`src/rtl/otter_intr_pkg.sv`:
```
// Shared definitions for the OTTER interrupt controller: FSM states,
// register offsets within the IOBUS window and the default base address.
package otter_intr_pkg;

  typedef enum logic [1:0] {
    ST_IDLE,
    ST_ACTIVE,
    ST_GAP
  } intr_state_e;

  localparam logic [31:0] DEF_BASE_ADDR = 32'h1100_E000;

  localparam logic [31:0] OFF_ENABLE  = 32'h00;
  localparam logic [31:0] OFF_PENDING = 32'h04;
  localparam logic [31:0] OFF_ID      = 32'h08;
  localparam logic [31:0] OFF_EOI     = 32'h0C;
  localparam logic [31:0] OFF_SWTRIG  = 32'h10;

  // Index of the lowest set bit; index 0 wins. Returns 0 for an empty vector.
  function automatic logic [2:0] lowest_set(input logic [7:0] vec);
    logic [2:0] idx;
    idx = 3'd0;
    for (int i = 7; i >= 0; i--) begin
      if (vec[i]) idx = 3'(i);
    end
    return idx;
  endfunction

endpackage

```
`src/rtl/intr_ctrl_if.sv`:
```
// MCU IOBUS slice seen by the interrupt controller: address, write strobe,
// write data, and the combinational read data / hit returned by the slave.
interface intr_ctrl_if;
  logic [31:0] io_addr;
  logic        io_wr;
  logic [31:0] io_wdata;
  logic [31:0] io_rdata;
  logic        io_hit;

  modport master (output io_addr, io_wr, io_wdata, input  io_rdata, io_hit);
  modport slave  (input  io_addr, io_wr, io_wdata, output io_rdata, io_hit);
endinterface

```
`src/rtl/intr_sync_edge.sv`:
```
// One interrupt source: 2-flop synchronizer followed by a rising-edge detector.
// Edges are suppressed until the pipeline holds post-reset samples only.
module intr_sync_edge (
  input  logic clk,
  input  logic rst_n,
  input  logic async_in,
  output logic rise
);

  logic       sync1, sync2, prev;
  logic [2:0] arm;

  // NOTE: state flops use non-blocking assignments under an async reset so
  // every flop samples the pre-edge value of its neighbour.
  always_ff @(posedge clk or negedge rst_n) begin
    if (!rst_n) begin
      sync1 <= 1'b0;
      sync2 <= 1'b0;
      prev  <= 1'b0;
      arm   <= 3'b000;
    end else begin
      sync1 <= async_in;
      sync2 <= sync1;
      prev  <= sync2;
      arm   <= {arm[1:0], 1'b1};
    end
  end

  // An input held high across reset release would otherwise look like 0->1.
  assign rise = sync2 & ~prev & arm[2];

endmodule

```
`src/rtl/intr_ctrl.sv`:
```
// Single-line interrupt controller on the OTTER IOBUS: N synchronized edge
// sources, enable/pending registers, fixed priority and an EOI handshake.
module intr_ctrl
  import otter_intr_pkg::*;
#(
  parameter int          N         = 4,
  parameter logic [31:0] BASE_ADDR = DEF_BASE_ADDR
) (
  input  logic          clk,
  input  logic          rst_n,
  input  logic [N-1:0]  src_irq,
  intr_ctrl_if.slave    bus,
  output logic          intr_out
);

  logic [N-1:0] enable_q, pending_q, edge_det;
  logic [N-1:0] w1c_mask, sw_set, eoi_clr;
  logic [2:0]   act_id_q, act_id_d;
  intr_state_e  state_q, state_d;

  for (genvar g = 0; g < N; g++) begin : g_src
    intr_sync_edge u_sync (
      .clk      (clk),
      .rst_n    (rst_n),
      .async_in (src_irq[g]),
      .rise     (edge_det[g])
    );
  end

  logic [31:0] off;
  logic sel_enable, sel_pending, sel_id, sel_eoi, sel_swtrig;
  logic wr_enable, wr_eoi;

  assign off         = bus.io_addr - BASE_ADDR;
  assign sel_enable  = (off == OFF_ENABLE);
  assign sel_pending = (off == OFF_PENDING);
  assign sel_id      = (off == OFF_ID);
  assign sel_eoi     = (off == OFF_EOI);
  assign sel_swtrig  = (off == OFF_SWTRIG);
  assign bus.io_hit  = sel_enable | sel_pending | sel_id | sel_eoi | sel_swtrig;

  assign wr_enable = bus.io_wr & sel_enable;
  assign wr_eoi    = bus.io_wr & sel_eoi;
  assign w1c_mask  = (bus.io_wr & sel_pending) ? bus.io_wdata[N-1:0] : '0;
  assign sw_set    = (bus.io_wr & sel_swtrig)  ? bus.io_wdata[N-1:0] : '0;

  always_comb begin
    eoi_clr = '0;
    for (int i = 0; i < N; i++) begin
      eoi_clr[i] = wr_eoi && (state_q == ST_ACTIVE) && (act_id_q == 3'(i));
    end
  end

  logic [N-1:0] req;
  assign req = pending_q & enable_q;

  // NOTE: every output of this block gets a default first, so no path leaves
  // a signal unassigned and no latch is inferred.
  always_comb begin
    state_d  = state_q;
    act_id_d = act_id_q;
    unique case (state_q)
      ST_IDLE: begin
        if (|req) begin
          state_d  = ST_ACTIVE;
          act_id_d = lowest_set(8'(req));
        end
      end
      ST_ACTIVE: if (wr_eoi) state_d = ST_GAP;
      ST_GAP:    state_d = ST_IDLE;
      default:   state_d = ST_IDLE;
    endcase
  end

  always_ff @(posedge clk or negedge rst_n) begin
    if (!rst_n) begin
      state_q   <= ST_IDLE;
      act_id_q  <= 3'd0;
      intr_out  <= 1'b0;
      enable_q  <= '0;
      pending_q <= '0;
    end else begin
      state_q  <= state_d;
      act_id_q <= act_id_d;
      intr_out <= (state_d == ST_ACTIVE);
      if (wr_enable) enable_q <= bus.io_wdata[N-1:0];
      // Clears are applied before sets so a colliding set always survives.
      pending_q <= (pending_q & ~w1c_mask & ~eoi_clr) | edge_det | sw_set;
    end
  end

  always_comb begin
    bus.io_rdata = '0;
    if (sel_enable)  bus.io_rdata[N-1:0] = enable_q;
    if (sel_pending) bus.io_rdata[N-1:0] = pending_q;
    if (sel_id && state_q == ST_ACTIVE) begin
      bus.io_rdata[31]  = 1'b1;
      bus.io_rdata[2:0] = act_id_q;
    end
  end

endmodule

```
`src/flat_wrapper.sv`:
```
// flat-port wrapper written by rule: the top's interface ports become plain ports
module intr_ctrl_flat import otter_intr_pkg::*;
#(
  parameter int          N         = 4,
  parameter logic [31:0] BASE_ADDR = DEF_BASE_ADDR
)
  (clk, rst_n, src_irq, intr_out, bus_io_addr, bus_io_wr, bus_io_wdata, bus_io_rdata, bus_io_hit);
  intr_ctrl_if bus_i ();
  input  logic clk;
  input  logic rst_n;
  input  logic [N-1:0] src_irq;
  output logic intr_out;
  input wire logic [$bits(bus_i.io_addr)-1:0] bus_io_addr;
  input wire logic [$bits(bus_i.io_wr)-1:0] bus_io_wr;
  input wire logic [$bits(bus_i.io_wdata)-1:0] bus_io_wdata;
  output wire logic [$bits(bus_i.io_rdata)-1:0] bus_io_rdata;
  output wire logic [$bits(bus_i.io_hit)-1:0] bus_io_hit;
  assign bus_i.io_addr = bus_io_addr;
  assign bus_i.io_wr = bus_io_wr;
  assign bus_i.io_wdata = bus_io_wdata;
  assign bus_io_rdata = bus_i.io_rdata;
  assign bus_io_hit = bus_i.io_hit;
  intr_ctrl #(.N(N), .BASE_ADDR(BASE_ADDR)) u_core (.clk(clk), .rst_n(rst_n), .src_irq(src_irq), .bus(bus_i), .intr_out(intr_out));
endmodule
```
`config.mk`:
```
export PLATFORM = sky130hd
export DESIGN_NAME = intr_ctrl_flat
export DESIGN_NICKNAME = d
export VERILOG_FILES = /design/src/rtl/otter_intr_pkg.sv /design/src/rtl/intr_ctrl_if.sv /design/src/rtl/intr_sync_edge.sv /design/src/rtl/intr_ctrl.sv /design/src/flat_wrapper.sv
export SDC_FILE = /design/constraint.sdc
export NUM_CORES = 1
export LEC_CHECK = 0
export ABC_CLOCK_PERIOD_IN_PS = 2350
export CAP_MARGIN = 5
export CORE_MARGIN = 8
export CORE_UTILIZATION = 36
export CTS_CLUSTER_SIZE = 12
export DETAILED_ROUTE_END_ITERATION = 12
export GPL_ROUTABILITY_DRIVEN = 0
export PLACE_DENSITY = 0.9
export SLEW_MARGIN = 10
export SYNTH_ARGS = -nofsm -noshare
export SYNTH_HDL_FRONTEND = slang
export SYNTH_SLANG_ARGS = --single-unit
```
`constraint.sdc`:
```
create_clock -name clk -period 2.35 [get_ports clk]
set_input_delay 0.235 -clock clk [delete_from_list [all_inputs] [get_ports clk]]
set_output_delay 0.235 -clock clk [all_outputs]
set_load 0.05 [all_outputs]
```
==> out/qor.csv <==
metric,value,unit
hold_viol_final,0,
place_area,2860,um^2
rows,27,
status,"complete, but fails checks",
crit_type,input port to output port,
yosysSeqAreaShare,35.8,%
synth.yosys.warnings,0,
yosysUniqueCellTypes,58,
dp_cells,362,
startpoint_type,input port,
ir_worst_vdd,0.339,mV
path_clk_slew,0.09,ns
synth_ff_type,dfrtp_1,
cp_max_fo,6,
drt_iter0_drc,113,
max_cap_violations,0,
synth_top_area_share,35.8,%
grt_use_total,14.4,%
postRouteAntennaNets,0,
fillers,415,
yosys.area.top_type,dfrtp_1,
cpMaxStageDelayCell,or4_4,
drc,0,
vias,1998,
cp.arrival,2.60,ns
port_buffers,49,
tritoncts,yes,
synth.area.top_cells,"dfrtp_1, buf_4, mux2_2",
antenna_found_initial,0,
final_max_slew_viol_count,0,
layout.nets,375,
post-route-period-util,121,%
cts.path.max_buffers,2,
io_pins,105,
dieArea,8060,um^2
netlist_instances,205,
period_needed,2.84,ns
synth_enable_flop_cells,0,
wl_per_cell,17.1,um
diodes,0,
worst_slack,-0.487,ns
end_kind,output port,
synth_common_cells,"buf_4, dfrtp_1, nor2_1",
vias_per_cell,5.34,
worstPathRequired,2.12,ns
slew_headroom,59.1,%
cts_buffers,3,
clk_latency,0.26,ns
setup_viol,16,
slowest_delay,0.58,ns
start_util,36.5,%
yosysMostFrequentCell,buf_4,
fin_cells,374,
synth-seq-cells,28,
grt_max_degree,29,
powerDensity,384,nW/um^2
die_h,89.8,um
syn_to_final_growth,61.5,%
p_leak,1.39,nW
netlist_area,1960,um^2
gr-total-overflow,0,
core-area,5370,um^2
violations,setup timing,
async_flop_share,100,%
root_buffer,clkbuf_8,
cp_num_buf_inv,4,
grt_pass1_vias,2071,
grt_first_pass_wirelength,9870,um
skew,0.000776,ns
final_area,3160,um^2
rsz0062_at_grt,yes,
max_freq,352,MHz
avgSynthCellArea,9.55,um^2
cts_max_level,1,
cts.sinks,28,
dp_hpwl,4670,um
fin_setup_tns,-4.93,ns
firstDrtPassIters,4,
drt_wl_total,6380,um
cp_top_family,simple AND/OR/NAND/NOR gates,
hold_path.class,input port to async pin,
cp_cell_sequence,buf_6 > or4_4 > buf_4 > o31a_1 > o21ai_2 > o211ai_1 > or4_4 > buf_6 > nor3_4 > buf_12,
drive_gt1_share,38.7,%
die-width,89.8,um
worst_pin_slew,0.608,ns
==> final timing paths <==
| check | start | to | slack (ns) | depth (start not counted) |
|---|---|---|---|---|
| worst max-delay path | bus_io_addr[18] | bus_io_rdata[2] | -0.49 | 10 |
| worst min-delay path | rst_n | u_core.state_q[1] | 0.33 | 2 |
| worst max register to register | u_core.state_q[1] | u_core.pending_q[0] | 0.66 | 4 |
| worst min register to register | u_core.g_src[2].u_sync.sync1 | u_core.g_src[2].u_sync.sync2 | 0.35 | 0 |
| max in group asynchronous | rst_n | u_core.g_src[1].u_sync.sync1 | 1.77 | 2 |
| min in group clk | u_core.g_src[2].u_sync.sync1 | u_core.g_src[2].u_sync.sync2 | 0.35 | 0 |
==> worst register-to-register path, delay by kind of cell (launching register included) <==
kind,cells,cell delay [ns]
AND/OR/NAND/NOR,3,0.89
flip-flops,1,0.39
AO/OA/AOI/OAI,1,0.30
==> final cells by class <==
type | count | area (um^2) | share of cell area [%]
Timing Repair Buffer | 100 | 931 | 29.4
Multi-Input combinational cell | 164 | 1350 | 42.6
Clock inverter | 1 | 30.0 | 0.950
Inverter | 6 | 22.5 | 0.712
Sequential cell | 28 | 701 | 22.2
Clock buffer | 3 | 41.3 | 1.31
Tap cell | 72 | 90.1 | 2.85
==> report_power, final <==
| part | internal, mW | total [mW] | switching, mW |
|---|---|---|---|
| Sequential | 0.494 | 0.498 | 0.00425 |
| Clock | 0.228 | 0.365 | 0.137 |
| Combinational | 0.134 | 0.351 | 0.217 |
| Total | 0.856 | 1.21 | 0.358 |
==> cells by family after synthesis <==
| family | after synthesis | share of synthesized area [%] |
|---|---|---|
| AND/OR/NAND/NOR | 83 | 27.5 |
| AO/OA/AOI/OAI | 41 | 16.4 |
| buffers and inverters | 39 | 13.4 |
| flip-flops | 28 | 35.8 |
| multiplexers | 10 | 5.50 |
| other | 2 | 0.384 |
| adder cells (fa/ha/maj) | 1 | 0.639 |
| XOR/XNOR | 1 | 0.447 |
==> what timing repair did <==
action,4_1_cts,5_1_grt
gates resized for setup,81,15
hold buffers,0,0
buffers inserted,7,1
pin swaps,26,13
endpoints found under the setup margin,17,17
==> metrics by stage <==
stage          total power, mW  util, %  hold slack (ns)  setup WS (ns)
2_1_floorplan            0.711        -          -0.0606         -0.511
3_3_place_gp             0.822     53.2            0.331         -0.990
3_5_place_dp             0.831     53.2            0.335          -1.15
4_1_cts                   1.21     57.6            0.339         -0.436
5_1_grt                   1.27     58.9            0.348         -0.575
6_report                  1.21     58.9            0.330         -0.487
==> per-layer routing <==
layer  up-vias  wire, um  global-route usage (%)  share of wire (%)
met4         0       272                    7.05                4.3
met1       951      2420                    15.8                 38
met2        97      3290                    25.0                 52
met3        27       407                    3.91                6.4
li1        923         -                       -                  -
met5         -         0                       0                  0
==> layout by cell type, fill, tap and decap left out, types with 3 or more instances in the layout <==
cell and n:
a31oi_1 3, nor3_1 3, a21oi_1 4, buf_12 6, mux2_4 4, and3b_1 3
buf_2 6, clkdlybuf4s50_1 18, dlymetal6s2s_1 6, dfrtp_1 28, clkbuf_8 3, nand4_1 7
nor4_1 4, nor3_4 3, mux2i_1 4, buf_6 7, dlygate4sd2_1 7, inv_1 6
a221o_1 3, or4_4 3, nor4_4 4, nand3_1 4, buf_4 47, o21ai_0 6
conb_1 28, nor2_1 8, o211ai_1 3, nand2_1 10
==> state kept, by name, indices dropped and copies added, names as in the netlist <==
register	count
u_core.g_src.u_sync.sync2	4
u_core.g_src.u_sync.sync1	4
u_core.enable_q	4
u_core.g_src.u_sync.arm	3
u_core.intr_out	1
u_core.act_id_q	2
u_core.state_q	2
u_core.pending_q	4
u_core.g_src.u_sync.prev	4
No activity file was read; power rests on OpenSTA's default activity.
